**src/rtl/bus_arbiter.sv**
```systemverilog
// N-master to single-slave arbiter for the core access/ack memory bus.
// Fixed or round-robin priority. A granted master may lock the bus across consecutive accesses.
module bus_arbiter #(
    parameter int NUM_MASTERS = 2,
    parameter int ADDR_WIDTH  = 19,
    parameter int DATA_WIDTH  = 16,
    parameter int ROUND_ROBIN = 0
) (
    input  logic                                  clk,
    input  logic                                  reset,
    input  logic [NUM_MASTERS*ADDR_WIDTH-1:0]     m_addr,
    input  logic [NUM_MASTERS*DATA_WIDTH-1:0]     m_data_out,
    input  logic [NUM_MASTERS-1:0]                m_access,
    input  logic [NUM_MASTERS-1:0]                m_wr_en,
    input  logic [NUM_MASTERS*(DATA_WIDTH/8)-1:0] m_bytesel,
    input  logic [NUM_MASTERS-1:0]                m_io,
    input  logic [NUM_MASTERS-1:0]                m_lock,
    output logic [NUM_MASTERS-1:0]                m_ack,
    output logic [DATA_WIDTH-1:0]                 m_data_in,
    output logic [ADDR_WIDTH-1:0]                 s_addr,
    output logic [DATA_WIDTH-1:0]                 s_data_out,
    output logic                                  s_access,
    output logic                                  s_wr_en,
    output logic [DATA_WIDTH/8-1:0]               s_bytesel,
    output logic                                  s_io,
    input  logic                                  s_ack,
    input  logic [DATA_WIDTH-1:0]                 s_data_in,
    output logic [NUM_MASTERS-1:0]                grant
);
    localparam int BE_W  = DATA_WIDTH / 8;
    localparam int IDX_W = (NUM_MASTERS > 1) ? $clog2(NUM_MASTERS) : 1;

    typedef enum logic {IDLE, OWNED} state_t;

    state_t                 state;
    logic [IDX_W-1:0]       grant_idx;
    logic [IDX_W-1:0]       rr_ptr;
    logic [NUM_MASTERS-1:0] grant_r;
    logic [IDX_W-1:0]       winner;
    logic                   sel_access;
    logic                   sel_lock;

    // First requesting index at or after start, searching cyclically.
    function automatic logic [IDX_W-1:0] pick_winner(input logic [NUM_MASTERS-1:0] req,
                                                     input logic [IDX_W-1:0] start);
        logic [IDX_W-1:0] win;
        logic             found;
        int               idx;
        win   = '0;
        found = 1'b0;
        for (int k = 0; k < NUM_MASTERS; k++) begin
            idx = (int'(start) + k) % NUM_MASTERS;
            if (!found && req[idx]) begin
                win   = IDX_W'(idx);
                found = 1'b1;
            end
        end
        return win;
    endfunction

    function automatic logic [IDX_W-1:0] next_idx(input logic [IDX_W-1:0] g);
        return (int'(g) == NUM_MASTERS - 1) ? '0 : g + 1'b1;
    endfunction

    assign winner = pick_winner(m_access, (ROUND_ROBIN != 0) ? rr_ptr : '0);

    always_comb begin
        s_addr     = '0;
        s_data_out = '0;
        s_wr_en    = 1'b0;
        s_bytesel  = '0;
        s_io       = 1'b0;
        sel_access = 1'b0;
        sel_lock   = 1'b0;
        m_ack      = '0;
        for (int i = 0; i < NUM_MASTERS; i++) begin
            if (state == OWNED && int'(grant_idx) == i) begin
                s_addr     = m_addr[i*ADDR_WIDTH +: ADDR_WIDTH];
                s_data_out = m_data_out[i*DATA_WIDTH +: DATA_WIDTH];
                s_wr_en    = m_wr_en[i];
                s_bytesel  = m_bytesel[i*BE_W +: BE_W];
                s_io       = m_io[i];
                sel_access = m_access[i];
                sel_lock   = m_lock[i];
                m_ack[i]   = s_ack;
            end
        end
    end

    assign s_access  = sel_access;
    assign m_data_in = s_data_in;
    assign grant     = grant_r;

    always_ff @(posedge clk) begin
        if (reset) begin
            state     <= IDLE;
            grant_idx <= '0;
            grant_r   <= '0;
            rr_ptr    <= '0;
        end else if (state == IDLE) begin
            // s_ack here is a stray and is deliberately ignored.
            if (|m_access) begin
                grant_idx <= winner;
                grant_r   <= NUM_MASTERS'(1) << winner;
                state     <= OWNED;
            end
        end else begin
            if (s_ack) begin
                if (!sel_lock) begin
                    state   <= IDLE;
                    grant_r <= '0;
                    if (ROUND_ROBIN != 0)
                        rr_ptr <= next_idx(grant_idx);
                end
            end else if (!sel_access && !sel_lock) begin
                // Owner dropped its request without an ack or a lock: release the bus.
                state   <= IDLE;
                grant_r <= '0;
            end
        end
    end

endmodule

```
**config.mk**
```make
export PLATFORM = sky130hd
export DESIGN_NAME = bus_arbiter
export DESIGN_NICKNAME = d
export VERILOG_FILES = /design/src/rtl/bus_arbiter.sv
export SDC_FILE = /design/constraint.sdc
export NUM_CORES = 1
export LEC_CHECK = 0
export CAP_MARGIN = 20
export CORE_ASPECT_RATIO = 1.4
export CORE_UTILIZATION = 21
export DETAILED_ROUTE_END_ITERATION = 8
export GPL_ROUTABILITY_DRIVEN = 0
export PLACE_DENSITY = 0.84
export SLEW_MARGIN = 25
export SYNTH_ARGS = -nofsm -noshare
export SYNTH_HDL_FRONTEND = slang
export SYNTH_SLANG_ARGS = --single-unit
export TNS_END_PERCENT = 100
```
**constraint.sdc**
```tcl
create_clock -name clk -period 1.73 [get_ports clk]
set_clock_uncertainty 0.2 [all_clocks]
set_input_delay 0.346 -clock clk [delete_from_list [all_inputs] [get_ports clk]]
set_output_delay 0.346 -clock clk [all_outputs]
set_load 0.05 [all_outputs]
```
After elaboration in Yosys (flattened, before gate mapping)
Cells that the tools add are included.

storage, ports and cells
  register bits = 4
  bits in latches = 0
  RAM bits = 0
  ROM bits = 0
  input bits = 101
  logic and storage cells = 47
  memories = 0

cells by class
  add/sub/neg operators = 0
  multiply operators = 0
  divide/modulo/power cells = 0
  order comparisons = 0
  eq/ne operators = 2
  shift-type cells = 1
  muxes and demuxes = 28
  bitwise logic cells = 2
  reduce and logical (&&, ||, !) cells = 11

operator list
  operator                                               number
  two-way mux 19 bit                                     2
  two-way mux 16 bit                                     2
  two-way mux 1 bit                                      17
  two-way mux 2 bit                                      7
  logical AND 1 bit                                      4
  zero test 1 bit                                        3
  inequality test 3 x 2 -> 1 bit, second input constant  1
  inequality test 3 bit, second input constant           1
  AND reduction 3 bit                                    1
  inverter 1 bit                                         2
  AND reduction 2 bit                                    1
  nonzero test 2 bit                                     1
  OR reduction 2 bit                                     1
  << shifter 1 x 1 -> 2 bit, first input constant        1

Logic depth before layout (Yosys ltp)
  depth in word-level cells = 9
  mapped depth = 4

Least setup slack after synthesis
Ideal clock, no wire load.

  kind = reg-to-output
  from = reg grant_idx
  to = out s_addr[0]
  data arrival time = 1446 ps
  path slack = -262 ps
  cell stages (with the launch flop) = 5
  path buffers = 2
  cell sequence = dfxtp_1 > buf_4 > buf_2 > mux2i_1 > nor2_1

between the ends
  cells in the longest elaborated chain, start to end = 4

RTL lines
  element                 RTL line  source
  from (decl)             36        logic [IDX_W-1:0] grant_idx;
  from (signal assigned)  103       grant_idx <= winner;
  inverter 1 bit          77        if (state == OWNED && int'(grant_idx) == i) begin
  logical AND 1 bit       77
  two-way mux 19 bit      77
  two-way mux 19 bit (*)  77
  to (decl)               20        output logic [ADDR_WIDTH-1:0] s_addr,

Mark *: on every way between the ends. The rest lies on a longest branch, timed or not.

Worst setup path after layout
  from = reg grant_idx
  to = out s_bytesel[0]

between the ends
  cells in the longest elaborated chain, start to end = 4

RTL lines
  element                RTL line  source
  inverter 1 bit         77
  logical AND 1 bit      77
  two-way mux 2 bit      77
  two-way mux 2 bit (*)  77
  to (decl)              24        output logic [DATA_WIDTH/8-1:0] s_bytesel,

Marks and branches as above.

==> results_tabular.tex <==
\begin{tabular}{lr}
\hline
Metric & Value \\
\hline
\multicolumn{2}{l}{\textbf{Final layout}} \\
Final Net Count & 344 \\
Design area & 0.00262 mm² \\
Synth-to-Final Area Change & 190\% \\
Antenna diode count & 0 \\
Fraction of layout instances using a drive strength above 1 & 0.515 \\
Number of inserted filler cells in the final layout & 329 \\
\multicolumn{2}{l}{\textbf{Synthesis}} \\
Synth Flop Type & sky130\_fd\_sc\_hd\_\_dfxtp\_1 \\
Post-synth EDFFs & 0 \\
Area share of the leading cell type in the synthesized netlist & 0.454 \\
Commonest cells post-synth & sky130\_fd\_sc\_hd\_\_nor2\_1, sky130\_fd\_sc\_hd\_\_mux2i\_1, sky130\_fd\_sc\_hd\_\_buf\_4 \\
Number of library cell types mapped by synthesis & 18 \\
Cells after synthesis & 126 \\
Cell taking the most area after synthesis & sky130\_fd\_sc\_hd\_\_mux2i\_1 \\
Register area share after synthesis & 0.0886 \\
Ys Warns & 0 \\
Most frequently used cell type in the post-synthesis netlist & sky130\_fd\_sc\_hd\_\_nor2\_1 \\
Synth Cell Area & 903 µm² \\
Cell types occupying the most area after synthesis & sky130\_fd\_sc\_hd\_\_mux2i\_1, sky130\_fd\_sc\_hd\_\_nor2\_1, sky130\_fd\_sc\_hd\_\_buf\_4, sky130\_fd\_sc\_hd\_\_dfxtp\_1, sky130\_fd\_sc\_hd\_\_buf\_2 \\
Avg Cell Area, Syn & 7.17 µm² \\
Mapped Nets & 227 \\
Total of flip-flops plus latches after synthesis & 4 \\
Async set-or-reset flop fraction in the synthesized netlist & 0 \\
\multicolumn{2}{l}{\textbf{Global routing}} \\
Total global-route track usage & 0.149 \\
Number of antenna violations at the first check in global routing & 0 \\
Wire length of the first global-routing pass & 5450 µm \\
Pin count of the biggest net entering global routing & 25 \\
Remaining Overflow, GRT & 0 \\
Via count of the first global-routing pass & 1256 \\
\multicolumn{2}{l}{\textbf{Hold path}} \\
Min-Delay Path Depth & 2 \\
HP Start & grant[1]\$\_SDFFE\_PP0P\_ \\
Worst Hold Endpoint & grant[1]\$\_SDFFE\_PP0P\_ \\
Class of the worst hold path & flip-flop to flip-flop \\
\multicolumn{2}{l}{\textbf{Clock tree}} \\
TritonCTS clock tree & done \\
Hold buffer count at CTS & 0 \\
Maximum number of buffers from clock root to sink & 2 \\
Number of buffers created by CTS & 3 \\
Clk sinks & 4 \\
Worst-Skew Late Latency & 0.21 ns \\
Number of levels in the clock H-tree & 1 \\
Post-CTS repair timing setup buffer count & 0 \\
Clock-pin slew reported for the worst setup and hold paths after clock tree synthesis & 0.03 ns \\
Clk Tree Root Cell & sky130\_fd\_sc\_hd\_\_clkbuf\_8 \\
\multicolumn{2}{l}{\textbf{Power and ir drop}} \\
Power Total & 1.33 mW \\
Peak ir drop on the vdd network & 0.000509 V \\
Cell leakage power & 0.980 nW \\
Power density over cell area & 508 mW/mm² \\
\multicolumn{2}{l}{\textbf{Die}} \\
Number of top-level design ports & 161 \\
Full die area & 0.00457 mm² \\
Die height & 79.6 µm \\
Core region area & 0.00402 mm² \\
Starting density of the core & 0.225 \\
Horizontal die dimension & 57.4 µm \\
Std cell rows & 27 \\
\multicolumn{2}{l}{\textbf{Timing}} \\
Number of hold-slack violations in the final timing report & 0 \\
Unrepaired setup endpoints after global routing & yes \\
Peak clock frequency supported by timing & 531 MHz \\
Final hold slack & 0.334 ns \\
Final worst setup slack & -0.154 ns \\
Final worst-path cycle share & 1.09 \\
Max Slew Vio Count & 0 \\
Max-slew headroom at the worst pin & 0.819 \\
Number of setup violations in the final report & 40 \\
Final critical delay including setup and external delays & 1.88 ns \\
Worst-Margin Slew & 0.264 ns \\
\multicolumn{2}{l}{\textbf{Detailed routing}} \\
Wire length per cell after detailed routing & 13.2 µm \\
Via-per-instance ratio & 4.59 \\
DRC errors left & 13 \\
Number of optimization iterations in the first detailed-route pass & 6 \\
Total number of vias & 1304 \\
Post-detailed-route count of antenna-violating nets & 0 \\
Number of violations reported at the end of detailed-routing iteration 0 & 33 \\
Final WL & 3760 µm \\
\multicolumn{2}{l}{\textbf{Placement}} \\
Count of buffers inserted at the top-level ports & 128 \\
Detailed-placement wirelength estimate & 3000 µm \\
Post-Place Cell Area & 0.00244 mm² \\
\multicolumn{2}{l}{\textbf{Outcome}} \\
Violations in the final reports & design-rule violations, negative setup slack \\
Outcome & finished, violations left \\
\multicolumn{2}{l}{\textbf{Critical path}} \\
Worst-path fanout max & 24 \\
Reg-to-reg setup timing slack & 0.18 ns \\
Critical register-to-register path endpoint & grant[1]\$\_SDFFE\_PP0P\_ \\
Capturing element type of the critical path & output pin \\
Startpoint type of the worst setup path & flip-flop \\
Worst R2R Path Depth & 5 \\
Data required time of the critical path & 1.18 ns \\
Worst endpoint data arrival time & 1.34 ns \\
Origin of the critical flop-to-flop path & grant\_idx\$\_SDFFE\_PP0P\_ \\
Category of the critical setup timing path & flip-flop to output pin \\
\multicolumn{2}{l}{\textbf{Flow run}} \\
Max-capacitance violation count & 0 \\
\hline
\end{tabular}
## metal layers
metal	vias to the layer above	wire length, µm	global-route usage
li1	649	-	-
met1	566	1160	0.132
met2	81	2070	0.303
met3	8	450	0.0340
met4	0	81	0.0659
met5	-	0	0
## worst max path at each step
stage / from / end / slack [ns] / cells past startpoint
2_1_floorplan: grant_idx$_SDFFE_PP0P_ / m_ack[1] / 0.02 / 3
3_3_place_gp: m_access[1] / s_access / -0.11 / 5
3_5_place_dp: m_access[1] / s_access / -0.12 / 5
4_1_cts: grant_idx$_SDFFE_PP0P_ / s_data_out[15] / -0.16 / 4
5_1_grt: grant_idx$_SDFFE_PP0P_ / s_addr[2] / -0.20 / 4
6_report: grant_idx$_SDFFE_PP0P_ / s_bytesel[0] / -0.15 / 4
## sequential cells by signal, indices dropped and copies added (netlist names)
name and flops:
grant_idx 1, grant 2, state 1
## area by class of cell
| cell class | instances | area [µm²] | area share |
|---|---|---|---|
| well taps | 43 | 53.8 | 0.0205 |
| flip-flops and latches | 4 | 85.1 | 0.0324 |
| repair buffers | 137 | 1360 | 0.518 |
| multi-input cells | 96 | 1080 | 0.411 |
| inverters | 1 | 6.26 | 0.00238 |
| clock buffers | 3 | 41.3 | 0.0157 |
## critical path: stages, from the launching register on
cell and delay (ns):
sky130_fd_sc_hd__dfxtp_4 0.36, sky130_fd_sc_hd__buf_12 0.22, sky130_fd_sc_hd__mux2i_1 0.32, sky130_fd_sc_hd__nor2_4 0.04
sky130_fd_sc_hd__buf_4 0.19
## placed cells by master, fill, tap and decap left out
cell type,n
sky130_fd_sc_hd__clkbuf_8,3
sky130_fd_sc_hd__clkdlybuf4s50_1,83
sky130_fd_sc_hd__and3_1,1
sky130_fd_sc_hd__nand2b_1,1
sky130_fd_sc_hd__o211a_1,1
sky130_fd_sc_hd__mux2i_1,19
sky130_fd_sc_hd__o21ai_0,1
sky130_fd_sc_hd__mux2i_2,18
sky130_fd_sc_hd__nor2b_1,1
sky130_fd_sc_hd__buf_6,4
sky130_fd_sc_hd__inv_4,1
sky130_fd_sc_hd__buf_8,1
sky130_fd_sc_hd__mux2i_4,4
sky130_fd_sc_hd__or3_1,1
sky130_fd_sc_hd__a21oi_1,2
sky130_fd_sc_hd__nor2_2,1
sky130_fd_sc_hd__dfxtp_4,1
sky130_fd_sc_hd__dfxtp_1,2
sky130_fd_sc_hd__dlygate4sd2_1,1
sky130_fd_sc_hd__buf_12,8
sky130_fd_sc_hd__o31ai_2,1
sky130_fd_sc_hd__nand2_1,1
sky130_fd_sc_hd__nor3_1,2
sky130_fd_sc_hd__dfxtp_2,1
sky130_fd_sc_hd__a211oi_2,1
sky130_fd_sc_hd__nor2_1,1
sky130_fd_sc_hd__nor2_4,40
sky130_fd_sc_hd__buf_4,40
## kinds of logic after synthesis
| family | Yosys count | synth area share |
|---|---|---|
| buffers and inverters | 26 | 0.184 |
| AOI/OAI and AO/OA | 6 | 0.0554 |
| and+or+nand+nor | 49 | 0.217 |
| muxes | 41 | 0.454 |
| DFF | 4 | 0.0886 |
## metrics by stage
stage / cells / setup TNS (ns) / worst slack [ns] / utilization
3_5_place_dp: 281 / -1.54 / -0.115 / 0.607
6_report: 284 / -5.18 / -0.154 / 0.653
3_3_place_gp: 281 / -0.937 / -0.111 / 0.607
2_1_floorplan: 126 / 0 / 0.0211 / -
5_1_grt: 284 / -7.16 / -0.203 / 0.653
4_1_cts: 284 / -5.34 / -0.156 / 0.630
## timing repair
item	CTS	global route
gates cloned	0	0
endpoints found under the setup margin	42	40
pin swaps	1	0
resized for setup	15	20
## power by group
part | switching, mW | internal (mW) | total, mW
clock | 0.0469 | 0.148 | 0.195
sequential | 0.0106 | 0.100 | 0.111
combinational | 0.558 | 0.469 | 1.03
No activity file was read; power rests on OpenSTA's default activity.
